--- src/rtl/store_buffer.sv ---
// Posted-write store buffer: in-order drain to a handshaked memory, youngest-match load forwarding.
// Optional STBUF_COALESCE_EN: stores to an already buffered (not in-flight) address merge in place.
module store_buffer #(
  parameter int DEPTH = 4
) (
  input  logic        clk,
  input  logic        rst_n,
  input  logic [31:0] cpu_addr,
  input  logic [31:0] cpu_wdata,
  input  logic        cpu_we,
  output logic [31:0] cpu_rdata,
  output logic        cpu_stall,
  output logic [31:0] mem_raddr,
  input  logic [31:0] mem_rdata,
  output logic        mem_req,
  output logic [31:0] mem_waddr,
  output logic [31:0] mem_wdata,
  input  logic        mem_ack,
  output logic        empty
);
  localparam int PW = $clog2(DEPTH);
  localparam logic [PW:0] FULL = (PW+1)'(DEPTH);

  typedef struct packed {
    logic [29:0] addr;
    logic [31:0] data;
  } entry_t;

  typedef enum logic {IDLE, REQ} state_t;

  entry_t        buf_q [DEPTH];
  logic [PW-1:0] head, tail;
  logic [PW:0]   count, count_nxt;
  state_t        state, state_nxt;
  logic          push, pop, coal_hit;
  logic [PW-1:0] coal_idx;

  assign cpu_stall = (count == FULL);
  assign mem_req   = (state == REQ);
  assign mem_raddr = cpu_addr;
  assign mem_waddr = mem_req ? {buf_q[head].addr, 2'b00} : '0;
  assign mem_wdata = mem_req ? buf_q[head].data : '0;
  assign empty     = (count == '0) && !mem_req;

  // Scan oldest to youngest so the last hit wins.
  always_comb begin
    cpu_rdata = mem_rdata;
    for (int a = 0; a < DEPTH; a++) begin
      logic [PW-1:0] fi;
      fi = head + PW'(a);
      if (((PW+1)'(a) < count) && (buf_q[fi].addr == cpu_addr[31:2]))
        cpu_rdata = buf_q[fi].data;
    end
  end

`ifdef STBUF_COALESCE_EN
  always_comb begin
    coal_hit = 1'b0;
    coal_idx = '0;
    for (int a = 0; a < DEPTH; a++) begin
      logic [PW-1:0] ci;
      ci = head + PW'(a);
      // The in-flight head must not change under an active request.
      if (cpu_we && ((PW+1)'(a) < count) && !(a == 0 && state == REQ) &&
          (buf_q[ci].addr == cpu_addr[31:2])) begin
        coal_hit = 1'b1;
        coal_idx = ci;
      end
    end
  end
`else
  assign coal_hit = 1'b0;
  assign coal_idx = '0;
`endif

  assign pop       = (state == REQ) && mem_ack;
  assign push      = cpu_we && !cpu_stall && !coal_hit;
  assign count_nxt = count + {{PW{1'b0}}, push} - {{PW{1'b0}}, pop};

  always_comb begin
    state_nxt = state;
    case (state)
      IDLE:    if (count != '0) state_nxt = REQ;
      REQ:     if (mem_ack && count_nxt == '0) state_nxt = IDLE;
      default: state_nxt = IDLE;
    endcase
  end

  always_ff @(posedge clk or negedge rst_n) begin
    if (!rst_n) begin
      state <= IDLE;
      head  <= '0;
      tail  <= '0;
      count <= '0;
    end else begin
      state <= state_nxt;
      count <= count_nxt;
      if (push) tail <= tail + 1'b1;
      if (pop)  head <= head + 1'b1;
    end
  end

  // Entry storage needs no reset: only slots inside [head, head+count) are ever read.
  always_ff @(posedge clk) begin
    if (push)          buf_q[tail]          <= '{addr: cpu_addr[31:2], data: cpu_wdata};
    else if (coal_hit) buf_q[coal_idx].data <= cpu_wdata;
  end
endmodule
--- config.mk ---
export PLATFORM = sky130hd
export DESIGN_NAME = store_buffer
export DESIGN_NICKNAME = d
export VERILOG_FILES = /design/src/rtl/store_buffer.sv
export SDC_FILE = /design/constraint.sdc
export NUM_CORES = 1
export LEC_CHECK = 0
export BUFFER_PORTS_ARGS = -buffer_cell sky130_fd_sc_hd__buf_2
export CAP_MARGIN = 20
export CELL_PAD_IN_SITES_DETAIL_PLACEMENT = 1
export CELL_PAD_IN_SITES_GLOBAL_PLACEMENT = 1
export CORE_ASPECT_RATIO = 2
export CORE_UTILIZATION = 35
export DETAILED_ROUTE_END_ITERATION = 6
export GPL_TIMING_DRIVEN = 0
export PLACE_DENSITY_LB_ADDON = 0.1
export SYNTH_ARGS = -nofsm -noshare
export SYNTH_HDL_FRONTEND = slang
export SYNTH_SLANG_ARGS = --single-unit
--- constraint.sdc ---
create_clock -name clk -period 4.17 [get_ports clk]
set_input_delay 0.417 -clock clk [delete_from_list [all_inputs] [get_ports clk]]
set_output_delay 0.417 -clock clk [all_outputs]
set_load 0.02 [all_outputs]
==> out/results.txt, run 1 <==
Max Fanout on Critical Path: 7
Met3 Use GR: 0.0391
Worst hold-check path type: input port to flip-flop
Initial antenna violation count: 6
Fin util: 0.459
Final #Nets: 1706
Worst slack, placed: -1.80 ns
Pwr dens: 792 nW/um2
Arr. time, crit path: 4.24 ns
Non-Filler Instances: 2275
Num Clock Sinks: 256
Worst-Margin Slew: 1.13 ns
Slew HR: 0.248
Core Area: 50900 um2
Design Power: 18.5 mW
Slack of the worst reg-to-reg path: 1.26 ns
Layout cells sized above 1: 0.481
Hold path depth: 1
Violated checks: negative setup slack
Final hold violation count: 0
Starting Density: 0.356
Hold_sp: cpu_wdata[22]
Final Slew Violations: 0
First-pass GRT wire length: 110000 um
Status: complete, but fails checks
Netlist cell types: 66
Dpl cells: 2156
Grt total ovfl: 0
#FFs+latches synth: 256
CTS tree: done
Die height: 324 um
Worst setup margin: -0.489 ns
Sequential fraction of the synthesis area: 0.422
Met1 usage: 0.290
DP HPWL: 59600 um
Crit Path Class: flip-flop to output port
Tcrit/Tclk final: 1.12
DP Area: 20200 um2
Post-DRT Antenna Nets: 0
DIE WIDTH: 163 um
Via-to-Cell Ratio: 6.04
Startpoint types: flip-flop
Reg2reg end: mem_req
Fmax: 215 MHz
DRC: 0
1st-iter DRT viols: 879
GRT Util Overall: 0.304
MaxCap Viol Count: 0
Synth warn: 0
R2R depth: 13
CTS Buf Count: 26
Row count: 117
Final setup fails: 32
Finished Cell Area: 23400 um2
Crit path launch: head[0]
Top_reg_cell synth: edfxtp_1
Total Die Area: 52700 um2
RSZ-0062 raised after global routing: true
Vias: 13700
Leak Pwr: 8.27 nW
Maximum VDD drop: 509 uV
Clock Latency Late Sink: 0.57 ns
Post-synth EDFFs: 248
Synthesized area: 18100 um2
Cells after Synth: 1271
Htree depth: 1
GPL Wtd Cong: 0.991
Largest net degree at the start of global routing: 47
Async S/R FF share, synth: 0.0313
Mean Syn Cell Area: 14.3 um2
P&R area growth vs syn: 29.1%
Reg2Reg Launch Point: count[2]
First drt pass iteration count: 5
Vias in the first global route: 14600
Met2 Use GR: 0.573
Total Routed Length: 80100 um
Ports: 231
FILL cells: 5248
CTS Buffer Depth: 3
Final Skew: 0.0154 ns
CTS Root Buffer Type: clkbuf_16
Routed WL per cell: 35.2 um
Port bufs: 226
CP required: 3.75 ns
Post-layout minimum cycle time: 4.66 ns
Setup crit end kind: output port
Clock slew at reported path FFs: 0.07 ns
WHS Endpoint: buf_q[1][22]
Busiest layer in global routing: met2
-- how the worst max path moves through the flow --
| stage | end | slack, ns |
|---|---|---|
| after floorplan | cpu_rdata[10] | 0.57 |
| after detailed placement | cpu_rdata[3] | -1.80 |
| after CTS | cpu_rdata[12] | -0.44 |
| final | cpu_rdata[31] | -0.49 |
| after global placement | cpu_rdata[3] | -1.84 |
| after global routing | cpu_rdata[31] | -0.60 |
-- flip-flops by register name, summed over array words and instances (netlist names) --
name	cells
mem_req	1
count	3
tail	2
buf_q	248
head	2
-- cells in the mapped netlist (all sizes together) (3+ instances only) --
master | instances | area (um2)
xnor2 | 64 | 561
nor2 | 18 | 67.6
o21ai | 20 | 100
mux2 | 15 | 169
ha | 8 | 100
or4 | 4 | 30.0
mux2i | 122 | 1220
inv | 27 | 101
xor2 | 22 | 193
a2111oi | 5 | 43.8
a2bb2oi | 4 | 35.0
o2bb2ai | 11 | 96.3
nor3 | 7 | 35.0
a22oi | 6 | 45.0
or2b | 26 | 195
a211oi | 4 | 30.0
and2 | 55 | 344
o22ai | 14 | 87.6
a221oi | 3 | 26.3
nor4 | 11 | 105
a31oi | 4 | 25.0
o221ai | 40 | 350
a21oi | 42 | 210
nand2 | 33 | 124
nand3 | 6 | 30.0
and3 | 10 | 62.6
edfxtp | 248 | 7450
nand2b | 43 | 269
a221o | 3 | 30.0
clkbuf | 42 | 160
mux4 | 192 | 4420
nand4 | 16 | 100
dfrtp | 8 | 200
a222oi | 6 | 60.1
buf | 104 | 798
o31ai | 3 | 22.5
-- worst max-delay path, cell delays in order (launching register included) --
cell and delay (ns):
dfrtp_1 0.37, buf_12 0.13, buf_12 0.14, buf_16 0.15
buf_12 0.11, buf_4 0.13, mux4_2 0.52, xnor2_2 0.15
nand4_1 0.18, or4_4 0.54, nor4_4 0.27, buf_6 0.18
buf_4 0.13, or2b_1 0.24, o221ai_2 0.16, a21oi_2 0.07
buf_4 0.17
-- where the power goes --
| part | total (mW) | switching, mW | internal (mW) |
|---|---|---|---|
| clock | 2.48 | 1.05 | 1.43 |
| combinational | 12.2 | 6.67 | 5.50 |
| sequential | 3.88 | 0.456 | 3.42 |
-- repair_timing --
action,in CTS,in global routing
gates cloned,6,4
endpoints found under the setup margin,75,50
hold buffers,1,0
pin swaps,21,23
resized for setup,300,40
hold endpoints to repair,8,0
buffers inserted,46,10
-- per-layer routing --
metal	share of wire	vias up	routed length (um)
met4	0.095	2	7640
met1	0.31	7126	25100
met3	0.045	237	3620
li1	-	5793	-
met5	0.00016	-	13
met2	0.55	585	43800
-- layout by cell type, fill, tap and decap left out, types with 7 or more instances in the layout --
cell       Yosys  layout
clkbuf_1      40      29
or2b_1        26      26
nand2_1       33      32
dfrtp_1        8       7
o221ai_2       0      10
nand2b_1      43      43
xnor2_2        0      14
a21oi_1       42      37
clkbuf_16      0      32
mux2i_4        0      19
xnor2_1       64      46
ha_1           8       8
xor2_1        22      16
o21ai_0       19      13
buf_16         0      15
buf_12         2      26
buf_4         43     105
mux4_4        23      23
mux2i_1      122      74
buf_6         18      18
nand4_1       16      16
o221ai_1      40      30
o22ai_1       14      13
buf_8          4       8
buf_2         27     213
mux2i_2        0      29
clkbuf_8       0       7
and3_1        10      10
mux4_2       158     164
inv_1         27      26
o2bb2ai_1     11       9
nor2_1        18      16
mux2_2        15      14
and2_1        54      50
edfxtp_1     248     248
-- cell families (layout without fill, tap and decap cells) --
kind of cell | Yosys count | count (layout) | synth area share
buf+inv | 173 | 518 | 0.0585
compound gates | 178 | 178 | 0.0706
fa+ha+maj | 9 | 9 | 0.00663
flops | 256 | 256 | 0.422
xor+xnor | 86 | 86 | 0.0416
other cells | 1 | 6 | 0.000207
simple gates | 239 | 239 | 0.0796
mux | 329 | 329 | 0.321
-- through the flow --
stage	hold slack (ns)	setup TNS, ns
after floorplan	0.121	0
after global placement	0.276	-217.05
after detailed placement	0.277	-63.65
after CTS	0.0317	-12.85
after global routing	0.0376	-18.26
final	0.0552	-14.28
-- cell type report --
type                    instances  area, um2  share of cell area
flip-flops and latches        256       7650               0.327
diodes                          4       10.0            0.000428
clock buffers                  30        687              0.0294
clock inverters                18        194             0.00829
inverters                      27        105             0.00449
multi-input cells             843      10300               0.441
well taps                     654        818              0.0350
plain buffers                 145       1490              0.0637
repair buffers                298       2130              0.0912
No activity file was read; power rests on OpenSTA's default activity.
==> run 2, diff against run 1 <==
--- a/config.mk
+++ b/config.mk
@@ -5,12 +5,14 @@
 export SDC_FILE = /design/constraint.sdc
 export NUM_CORES = 1
 export LEC_CHECK = 0
+export ABC_CLOCK_PERIOD_IN_PS = 4170
 export BUFFER_PORTS_ARGS = -buffer_cell sky130_fd_sc_hd__buf_2
 export CAP_MARGIN = 20
 export CELL_PAD_IN_SITES_DETAIL_PLACEMENT = 1
 export CELL_PAD_IN_SITES_GLOBAL_PLACEMENT = 1
 export CORE_ASPECT_RATIO = 2
 export CORE_UTILIZATION = 35
+export CTS_BUF_LIST = sky130_fd_sc_hd__clkbuf_8
 export DETAILED_ROUTE_END_ITERATION = 6
 export GPL_TIMING_DRIVEN = 0
 export PLACE_DENSITY_LB_ADDON = 0.1
==> out/results.txt, run 2 (same netlist as run 1, synthesis figures left out) <==
CTS Root Buffer Type: clkbuf_8
Slew HR: 0.277
GPL Wtd Cong: 0.991
Comb power frac: 0.665
First-pass GRT wire length: 111000 um
Layout cells sized above 1: 0.472
Row count: 117
Sequential share of power: 0.209
Maximum VDD drop: 374 uV
CP required: 3.75 ns
CTS Buffer Depth: 3
Initial antenna violation count: 5
Htree depth: 2
Leak Pwr: 8.41 nW
Setup crit end kind: output port
FILL cells: 5248
Die height: 324 um
Tcrit/Tclk final: 1.15
Ports: 231
Pwr dens: 785 nW/um2
GRT Util Overall: 0.307
Final Slew Violations: 0
Final hold violation count: 0
Commonest non-fill, non-tap cells in the layout: 248 x edfxtp_1, 204 x buf_2, 158 x mux4_2
Core Area: 50900 um2
Final setup fails: 32
Vias in the first global route: 14800
Most flop-heavy register: buf_q
Startpoint types: flip-flop
Via-to-Cell Ratio: 6.00
Max Fanout on Critical Path: 10
P&R area growth vs syn: 30.3%
Vias: 13900
CTS tree: done
1st-iter DRT viols: 895
Largest net degree at the start of global routing: 47
Total Routed Length: 80000 um
Arr. time, crit path: 4.38 ns
Worst hold-check path type: input port to flip-flop
Commonest non-fill, non-tap cell in the layout: edfxtp_1
Worst-Margin Slew: 1.08 ns
DP HPWL: 59600 um
Final #Nets: 1740
MaxCap Viol Count: 0
Hold_ws: 0.0339 ns
RSZ-0062 raised after global routing: true
Port bufs: 226
Biggest regs: buf_q x248, count x3
Worst setup margin: -0.626 ns
Clock Latency Late Sink: 0.61 ns
Crit Path Class: flip-flop to output port
Psw: 8.21 mW
Fmax: 208 MHz
Routed WL per cell: 34.5 um
DIE WIDTH: 163 um
DRC: 0
Worst slack, placed: -1.80 ns
Post-layout minimum cycle time: 4.80 ns
Sw Share: 0.443
Clock slew at reported path FFs: 0.07 ns
Max reg flops: 248
Clock power frac: 0.125
Int Power: 10.3 mW
Total Die Area: 52700 um2
Grt total ovfl: 0
CTS Buf Count: 39
Num Clock Sinks: 256
Post-DRT Antenna Nets: 0
Violated checks: negative setup slack
First drt pass iteration count: 5
Final Skew: 0.0249 ns
Fin util: 0.463
Status: complete, but fails checks
Starting Density: 0.356
run 2: power groups by stage:
stage	registers, mW	clock network [mW]	logic [mW]
finish	3.88	2.32	12.3
global route	3.93	2.46	12.7
CTS	3.86	2.39	12.2
detailed placement	3.87	0	10.3
global placement	3.91	0	10.2
floorplan	3.74	0	6.69
run 2: critical path, stage by stage, from the launching register on:
cell     delay, ns
dfrtp_1       0.40
buf_12        0.15
buf_12        0.14
buf_16        0.14
buf_16        0.14
buf_16        0.14
buf_12        0.14
buf_12        0.16
mux2i_1       0.15
mux2i_1       0.40
xnor2_1       0.11
nor2_1        0.24
nand4_1       0.21
nor4_4        0.38
buf_12        0.20
buf_12        0.14
mux2i_4       0.23
a21oi_2       0.08
buf_4         0.16
run 2: what timing repair did:
item | CTS | global route
hold endpoints to repair | 69 | 0
pin swaps | 24 | 25
cloned | 8 | 1
setup endpoints to repair | 76 | 39
setup buffers | 52 | 10
hold buffers | 19 | 0
gates resized for setup | 321 | 28
run 2: cell type report:
type	count	area, um2	area share
Tap cell	654	818	0.0347
Inverter	27	105	0.00445
Antenna cell	3	7.51	0.000318
Multi-Input combinational cell	843	10300	0.437
Sequential cell	256	7650	0.324
Timing Repair Buffer	319	2360	0.100
Clock buffer	40	551	0.0233
Clock inverter	29	284	0.0120
Buffer	145	1510	0.0638
run 2: final timing paths:
check | startpoint | end | slack (ns) | depth (start not counted)
max | head[0] | cpu_rdata[12] | -0.63 | 18
min | cpu_wdata[6] | buf_q[3][6] | 0.03 | 1
max reg2reg | count[2] | mem_req | 1.14 | 13
min reg2reg | tail[0] | tail[0] | 0.63 | 2
max in group asynchronous | rst_n | head[1] | 3.78 | 2
min in group asynchronous | rst_n | count[1] | 0.19 | 2
run 2: metal layers:
| layer | part of all wire | global-route usage | vias up |
|---|---|---|---|
| met2 | 0.55 | 0.584 | 631 |
| met1 | 0.31 | 0.290 | 7169 |
| met3 | 0.044 | 0.0394 | 222 |
| met4 | 0.090 | 0.239 | 0 |
| li1 | - | - | 5870 |
| met5 | 0 | 0 | - |
run 2: through the flow:
| step | power (mW) | setup TNS [ns] | cells | area [um2] |
|---|---|---|---|---|
| after floorplan | 10.4 | 0 | 1272 | 18100 |
| after global placement | 14.1 | -217.05 | 2152 | 20100 |
| after detailed placement | 14.2 | -63.65 | 2156 | 20200 |
| after CTS | 18.4 | -14.76 | 2303 | 23400 |
| after global routing | 19.1 | -21.88 | 2314 | 23600 |
| final | 18.5 | -19.07 | 2316 | 23600 |
